[config.mk]
export PLATFORM = sky130hd
export DESIGN_NAME = mult_seq_32
export DESIGN_NICKNAME = d
export VERILOG_FILES = /design/src/rtl/mult_pkg.sv /design/src/rtl/mult_seq_32_step.sv /design/src/rtl/mult_seq_32.sv
export SDC_FILE = /design/constraint.sdc
export NUM_CORES = 1
export LEC_CHECK = 0
export CORE_ASPECT_RATIO = 0.9
export CORE_MARGIN = 4
export CORE_UTILIZATION = 52
export DETAILED_ROUTE_END_ITERATION = 10
export GPL_TIMING_DRIVEN = 0
export MAX_ROUTING_LAYER = met4
export PLACE_DENSITY = 0.76
export SETUP_SLACK_MARGIN = 0.4
export SLEW_MARGIN = 10
export SYNTH_ARGS = -nofsm -noshare
export SYNTH_HDL_FRONTEND = slang
export SYNTH_HIERARCHICAL = 1
export SYNTH_SLANG_ARGS = --single-unit
[constraint.sdc]
create_clock -name clk -period 3 [get_ports clk]
set_input_delay 0.3 -clock clk [delete_from_list [all_inputs] [get_ports clk]]
set_output_delay 0.3 -clock clk [all_outputs]
set_load 0.01 [all_outputs]
[src/rtl/mult_pkg.sv]
// Shared definitions for the sequential 32x32 multiplier: FSM state
// encoding, sizing constants and the operand-magnitude helper.
package mult_pkg;

    localparam int MULT_WIDTH = 32;
    localparam int MULT_ITER  = 32;
    localparam int MULT_CNT_W = 5;

    typedef enum logic [1:0] {
        IDLE = 2'd0,
        RUN  = 2'd1,
        FIX  = 2'd2,
        DONE = 2'd3
    } mult_state_e;

    // Magnitude of an operand: negate only for signed ops with the sign bit set.
    // -2^31 maps to 0x8000_0000, which is a valid unsigned magnitude.
    function automatic logic [MULT_WIDTH-1:0] mult_abs(
        input logic [MULT_WIDTH-1:0] x,
        input logic                  is_signed
    );
        if (is_signed && x[MULT_WIDTH-1]) begin
            return ~x + 1'b1;
        end
        return x;
    endfunction

endpackage

[src/rtl/mult_seq_32_step.sv]
// One radix-2 shift-add iteration of the sequential multiplier.
// The upper half of the accumulator gains the multiplicand when the
// current multiplier LSB is set; the whole accumulator then shifts right
// with the adder carry entering at the top.
module mult_seq_32_step
    import mult_pkg::*;
(
    input  logic [2*MULT_WIDTH-1:0] acc_i,
    input  logic [MULT_WIDTH-1:0]   mcand_i,
    output logic [2*MULT_WIDTH-1:0] acc_o
);

    logic [MULT_WIDTH:0]   sum33;
    logic [MULT_WIDTH-1:0] addend;

    // Conditional add of the multiplicand, then shift right by one.
    always_comb begin
        addend = acc_i[0] ? mcand_i : '0;
        sum33  = {1'b0, acc_i[2*MULT_WIDTH-1:MULT_WIDTH]} + {1'b0, addend};
        acc_o  = {sum33, acc_i[MULT_WIDTH-1:1]};
    end

endmodule

[src/rtl/mult_seq_32.sv]
// Iterative 32x32 MULT/MULTU unit for the EX stage.
// Operands are converted to magnitudes on acceptance, multiplied by 32
// shift-add iterations, then the sign is applied in a single fix-up cycle
// that also writes HI/LO and raises done.
// Optional build macro: MULT_EARLY_OUT_EN -- a zero operand at acceptance
// bypasses RUN/FIX, writes HI/LO = 0 at once and pulses done in cycle 1.
module mult_seq_32
    import mult_pkg::*;
#(
    parameter int WIDTH = 32,
    parameter int ITER  = 32
) (
    input  logic             clk,
    input  logic             rst,
    input  logic             start,
    input  logic             signed_op,
    input  logic [WIDTH-1:0] a,
    input  logic [WIDTH-1:0] b,
    input  logic             flush,
    output logic             busy,
    output logic             done,
    output logic [WIDTH-1:0] hi,
    output logic [WIDTH-1:0] lo
);

    localparam logic [MULT_CNT_W-1:0] LAST_COUNT = MULT_CNT_W'(ITER - 1);

    mult_state_e             state_q, state_d;
    logic [MULT_CNT_W-1:0]   count_q, count_d;
    logic [2*WIDTH-1:0]      acc_q, acc_d;
    logic [WIDTH-1:0]        mcand_q, mcand_d;
    logic                    neg_q, neg_d;
    logic                    busy_q, busy_d;
    logic                    done_q, done_d;
    logic [WIDTH-1:0]        hi_q, hi_d;
    logic [WIDTH-1:0]        lo_q, lo_d;

    logic [2*WIDTH-1:0]      acc_step;
    logic [2*WIDTH-1:0]      result;
    logic                    zero_op;

    mult_seq_32_step u_step (
        .acc_i   (acc_q),
        .mcand_i (mcand_q),
        .acc_o   (acc_step)
    );

    // Zero-operand detection used only by the early-out path.
    always_comb begin
`ifdef MULT_EARLY_OUT_EN
        zero_op = (a == '0) || (b == '0);
`else
        zero_op = 1'b0;
`endif
    end

    // Apply the sign to the unsigned magnitude product.
    always_comb begin
        result = neg_q ? (~acc_q + 64'd1) : acc_q;
    end

    // Next-state and next-output logic for the multiply sequencer.
    always_comb begin
        state_d = state_q;
        count_d = count_q;
        acc_d   = acc_q;
        mcand_d = mcand_q;
        neg_d   = neg_q;
        busy_d  = busy_q;
        done_d  = 1'b0;
        hi_d    = hi_q;
        lo_d    = lo_q;

        case (state_q)
            // DONE accepts a new request exactly like IDLE so that
            // back-to-back multiplies lose no cycle; flush drops the start.
            IDLE, DONE: begin
                state_d = IDLE;
                busy_d  = 1'b0;
                if (start && !flush) begin
                    mcand_d = mult_abs(a, signed_op);
                    acc_d   = {{WIDTH{1'b0}}, mult_abs(b, signed_op)};
                    neg_d   = signed_op & (a[WIDTH-1] ^ b[WIDTH-1]);
                    count_d = '0;
                    if (zero_op) begin
                        state_d = DONE;
                        done_d  = 1'b1;
                        hi_d    = '0;
                        lo_d    = '0;
                    end else begin
                        state_d = RUN;
                        busy_d  = 1'b1;
                    end
                end
            end

            RUN: begin
                if (flush) begin
                    state_d = IDLE;
                    busy_d  = 1'b0;
                end else begin
                    acc_d   = acc_step;
                    count_d = count_q + 1'b1;
                    if (count_q == LAST_COUNT) begin
                        state_d = FIX;
                    end
                end
            end

            FIX: begin
                if (flush) begin
                    state_d = IDLE;
                    busy_d  = 1'b0;
                end else begin
                    hi_d    = result[2*WIDTH-1:WIDTH];
                    lo_d    = result[WIDTH-1:0];
                    done_d  = 1'b1;
                    busy_d  = 1'b0;
                    state_d = DONE;
                end
            end

            default: begin
                state_d = IDLE;
                busy_d  = 1'b0;
            end
        endcase
    end

    // State and output registers; reset overrides everything.
    always_ff @(posedge clk) begin
        if (rst) begin
            state_q <= IDLE;
            count_q <= '0;
            acc_q   <= '0;
            mcand_q <= '0;
            neg_q   <= 1'b0;
            busy_q  <= 1'b0;
            done_q  <= 1'b0;
            hi_q    <= '0;
            lo_q    <= '0;
        end else begin
            state_q <= state_d;
            count_q <= count_d;
            acc_q   <= acc_d;
            mcand_q <= mcand_d;
            neg_q   <= neg_d;
            busy_q  <= busy_d;
            done_q  <= done_d;
            hi_q    <= hi_d;
            lo_q    <= lo_d;
        end
    end

    assign busy = busy_q;
    assign done = done_q;
    assign hi   = hi_q;
    assign lo   = lo_q;

endmodule

After elaboration in Yosys (flattened, before gate mapping)

Cells that the tools add are included.

Input port bits: 69
Bits in latches: 0
Flip-flop bits (word level): 170
ROM bits: 0
RAM bits: 0
Memories kept: 0
Word-level logic and storage cells: 67

Multiplexer cells: 27
Add/subtract/negate cells: 5
Bitwise logic cells: 7
$mul: 0
Reductions and logical operators: 11
Shift operators: 0
Div/mod/pow operators: 0
Magnitude comparators: 0
Equality and inequality tests: 8

Operators by type and width:

| kind                  | number |
|---|---|
| $mux 64               | 3 |
| $mux 32               | 5 |
| $pmux 64 s2           | 1 |
| $add 32x1->32 const B | 2 |
| $add 64x1->64 const B | 1 |
| $not 32->32           | 2 |
| $not 64->64           | 1 |
| $add 32x32->33        | 1 |
| $mux 1                | 10 |
| $mux 5                | 2 |
| $pmux 5 s2            | 1 |
| $mux 2                | 3 |
| $ne 2x2->1 const B    | 3 |
| $pmux 2 s3            | 1 |
| $add 5x1->5 const B   | 1 |
| $eq 5x5->1 const B    | 1 |
| $eq 2x2->1 const B    | 2 |
| $reduce_and 2->1      | 2 |
| $reduce_or 2->1       | 2 |
| $logic_and 1x1->1     | 3 |
| $ne 3x3->1 const B    | 1 |
| $pmux 1 s3            | 1 |
| $reduce_and 3->1      | 1 |
| $eq 2x1->1 const B    | 1 |
| 6 further kinds       | 7 |

Logic depth before layout (Yosys ltp)

Depth after elaboration: 7
Depth in mapped cells: 12
Depth with buffers taken out: 11

By module

The synthesis kept the hierarchy.

Modules (own cells, without submodules):

| module           | sequential area each (um2) | cells each | area each (um2) | times used |
|---|---|---|---|---|
| mult_seq_32      | 3,403.3                    | 1,124      | 8,934.8         | 1 |
| mult_seq_32_step | 0.0                        | 351        | 2,427.3         | 1 |

Least setup slack after synthesis

Ideal clock, no wire load.

Path type: reg2reg
Start: reg acc_q[0]
End: reg acc_q[55]
Buffers on the path: 1
Arrival: 2.884 ns
Path slack: -0.016 ns
Cell stages (with the launch flop): 13
Setup time: 0.132 ns
Required time: 2.868 ns
Clock period less this slack: 3.016 ns
Cells stage by stage: dfxtp_1 > clkbuf_1 > and2_1 > ha_1 > fa_1 > a211oi_2 > o211ai_2 > a2111oi_4 > nor3b_2 > or4_1 > o311a_1 > nand3_1 > a21oi_1

Longest elaborated chain between the ends: 4

RTL lines:

| what                   | RTL line               | RTL |
|---|---|---|
| start, declared        | mult_seq_32.sv:30      | `logic [2*WIDTH-1:0] acc_q, acc_d;` |
| start signal, assigned | mult_seq_32.sv:135     | `acc_q <= '0;` |
| start signal, assigned | mult_seq_32.sv:145     | `acc_q <= acc_d;` |
| $mux 32                | mult_seq_32_step.sv:18 | `addend = acc_i[0] ? mcand_i : '0;` |
| $add 32x32->33         | mult_seq_32_step.sv:19 | `sum33 = {1'b0, acc_i[2*MULT_WIDTH-1:MULT_WIDTH]} + {1'b0, addend};` |
| via acc_step[55]       | mult_seq_32.sv:38      | `logic [2*WIDTH-1:0] acc_step;` |
| $mux 64                | mult_seq_32.sv:98      | `if (flush) begin` |
| $pmux 64 s2            | mult_seq_32.sv:74      | `case (state_q)` |

The timed path passes the listed nets, and every way through them passes these cells. The select of a mux whose other input is x is not followed.
A chain may end at the register's enable or synchronous reset.

Final worst setup path

Start: reg acc_q[0]
End: reg acc_q[58]

Same word-level chain as after synthesis.

==> results <==
## flip-flops by register name (all words and copies together), names as in the netlist
register and cells:
acc_q 64, hi 32, lo 32, mcand_q 32, count_q 5, state_q 2
busy 1, done 1, neg_q 1
## worst min-delay path: stages, from the launching register on
cell and delay [ps]:
dfxtp_1 310, nand2_1 50, o21ai_1 50
## cell type report
type,count,area (um2)
sequential,170,3421
timing repair buffer,195,1829
inverter,35,131.4
fill,1684,6310
clock buffer,17,425.4
multi-input combinational,1143,8168
tap,291,364.1
clock inverter,15,175.2
buffer,127,744.5
## cells by family (layout without fill, tap and decap cells)
| family | Yosys count | in the layout | share of synthesized area [%] |
|---|---|---|---|
| flops | 170 | 170 | 29.95 |
| compound gates | 425 | 425 | 24.46 |
| simple gates | 534 | 534 | 23.33 |
| mux | 8 | 8 | 0.7158 |
| fa+ha+maj | 40 | 40 | 4.471 |
| xor+xnor | 136 | 136 | 10.48 |
| buf+inv | 162 | 389 | 6.585 |
## report_power, final
group          switching, mW  leakage [nW]  internal [mW]
sequential            0.0924          1.38           2.31
clock                   1.05         0.294           1.19
combinational          0.623          3.90          0.456
total                   1.77          5.58           3.96
## synth_stat cells, drive strengths merged, types with 7 or more instances
library cell,number
a211oi,64
a21o,19
a21oi,118
a311oi,10
a31oi,24
and2,37
and3,9
buf,49
clkbuf,78
dfxtp,170
ha,39
inv,34
mux2i,7
nand2,160
nand2b,8
nand3,59
nand3b,11
nand4,9
nor2,123
nor3,26
nor4,19
o211ai,9
o21a,7
o21ai,97
o31ai,25
o41ai,18
or2,12
or3,27
or4,18
xnor2,50
xor2,86
## routing by layer
layer | GRT usage, % | vias to the layer above | share of wire (%)
met5 | - | - | 0
met4 | 6.541 | 0 | 2.2
met3 | 6.373 | 101 | 11
met2 | 43.95 | 686 | 43
met1 | 44.28 | 5724 | 44
li1 | - | 5725 | -
## final timing paths
check / cells after the start / to
worst min-delay path: 2 / hi[18]
worst max register to register: 13 / acc_q[58]
worst max-delay path: 13 / acc_q[58]
worst min register to register: 2 / hi[18]
## what timing repair did
| action | 4_1_cts | 5_1_grt |
|---|---|---|
| endpoints found under the setup margin | 74 | 78 |
| gates resized for setup | 128 | 128 |
| setup buffers | 39 | 22 |
| pin swaps | 55 | 67 |
| endpoints found under the hold margin | 0 | 0 |
| gates cloned | 1 | 0 |
## metrics by stage
step | hold WS, ps | total power [mW] | setup TNS, ps | std cells | utilization (%)
floorplan | 379.3 | 2.973 | 0 | 1475 | -
global placement | 434.3 | 3.288 | -1275 | 1899 | 60.69
detailed placement | 444.6 | 3.303 | -2082 | 1899 | 60.69
CTS | 452.0 | 5.610 | -244.1 | 1971 | 67.59
global route | 483.6 | 5.906 | -1028 | 1993 | 70.74
finish | 453.2 | 5.730 | -191.5 | 1993 | 70.74
==> impl_results.md <==
- Max cap viols: 0
- Post-synth EDFFs: 0
- Clock latency on the worst-skew pair: 440 ps
- Asr flop ratio synth: 0%
- Origin of the worst setup path: acc_q[0]
- Final hold vios: 0
- Synthesized area per cell: 7.703 um2
- Global-route wire length before repair: 57950 um
- Layout Cell Area excl Fill: 15260 um2
- Synth Cell Area: 11360 um2
- Avg WL per Cell: 19.61 um
- Critical path class: reg -> reg
- Max Slew Vio Count: 0
- Seq/Total Area, Yosys: 29.95%
- Status: finished, violations left
- Synthesized flop and latch total: 170
- Placeable Area: 21570 um2
- CP Max Fanout: 5
- PortBufs: 133
- CTS buffer count: 17
- Actual slew at the worst max-slew pin: 1014 ps
- HP Class: reg -> reg
- DRT Pass-1 Iters: 9
- Fmax: 322.7 MHz
- Clock Path Buffers: 2
- DRC: 0
- CP cell instances: buf_4 > buf_6 > buf_8 > and2_4 > ha_4 > clkbuf_8 > nand4_1 > or4_4 > o211ai_1 > a41oi_2 > xnor2_2 > nand3_1 > a21oi_1
- Dpl ws: -354.9 ps
- # hold bufs at CTS: 0
- CP peak stage delay: 540 ps
- CP bufs+invs: 4
- Tmin final: 3099 ps
- Number of synthesis warnings: 6
- Global route overflow: 0
- Antenna diodes: 0
- Top delay family on crit path: simple AND/OR/NAND/NOR gates
- TritonCTS Sinks: 170
- Synth cell types: 72
- Main synth FF type: dfxtp_1
- Commonest non-fill, non-tap cells in the layout: dfxtp_1 (164), nand2_1 (154), clkdlybuf4s50_1 (133)
- Post-synth net total: 1584
- Hold path start: hi[18]
- CP max stage cell: or4_4
- Placed cell area: 13090 um2
- CP Capture Type: register
- Mapped Cells: 1475
- Top cell type by total area after synthesis: dfxtp_1
- RSZ-0062 raised after global routing: yes
- DR vias: 12240
- Power Density: 375.5 nW/um2
- Initial DRC count: 1270
- Setup ws final: -98.89 ps
- Die extent in y: 148.2 um
- Commonest non-fill, non-tap cell in the layout: dfxtp_1
- Vias in the first global route: 10780
- Required time worst endpoint: 3370 ps
- Final #Nets: 1798
- Htree depth: 4
- CTS root buf: clkbuf_16
- TritonCTS clock tree: built
- Row count: 51
- Worst setup SP type: register
- Starting Density: 52.68%
- Rel. slew slack: 32.37%
- Largest net degree at the start of global routing: 19
- Failing checks: setup timing
- Initial antenna violation count: 0
- RD Place Congestion: 0.9595
- Detailed Route WL: 39080 um
- Peak VDD IR: 279.4 uV
- Fin crit share: 103.3%
- Dpl hpwl: 27580 um
- Share of layout cells above drive strength 1: 18.86%
- Clk_skew: 14.95 ps
- Area Growth Syn to Fin: 34.29%
- Critical path arrival: 3470 ps
- Global Route Usage Sum: 30.53%
- Die Span X: 163.8 um
- Antenna-violating nets left: 0
- P_leak: 5.578 nW
- Top-level I/O count: 135
- Clk pin slew, worst setup/hold paths: 80 ps
- Yosys top cell area share: 29.95%
- Final setup vio count: 5
- Vias per inst: 6.139
- Die ar.: 24280 um2
- Synth top area cells: dfxtp_1 (30%), xor2_1 (6.6%), nand2_1 (5.3%)
- Reg2Reg Setup Slack: -100 ps
- R2r startpoint: acc_q[0]
Note: power is estimated with default switching activity, not from simulation.
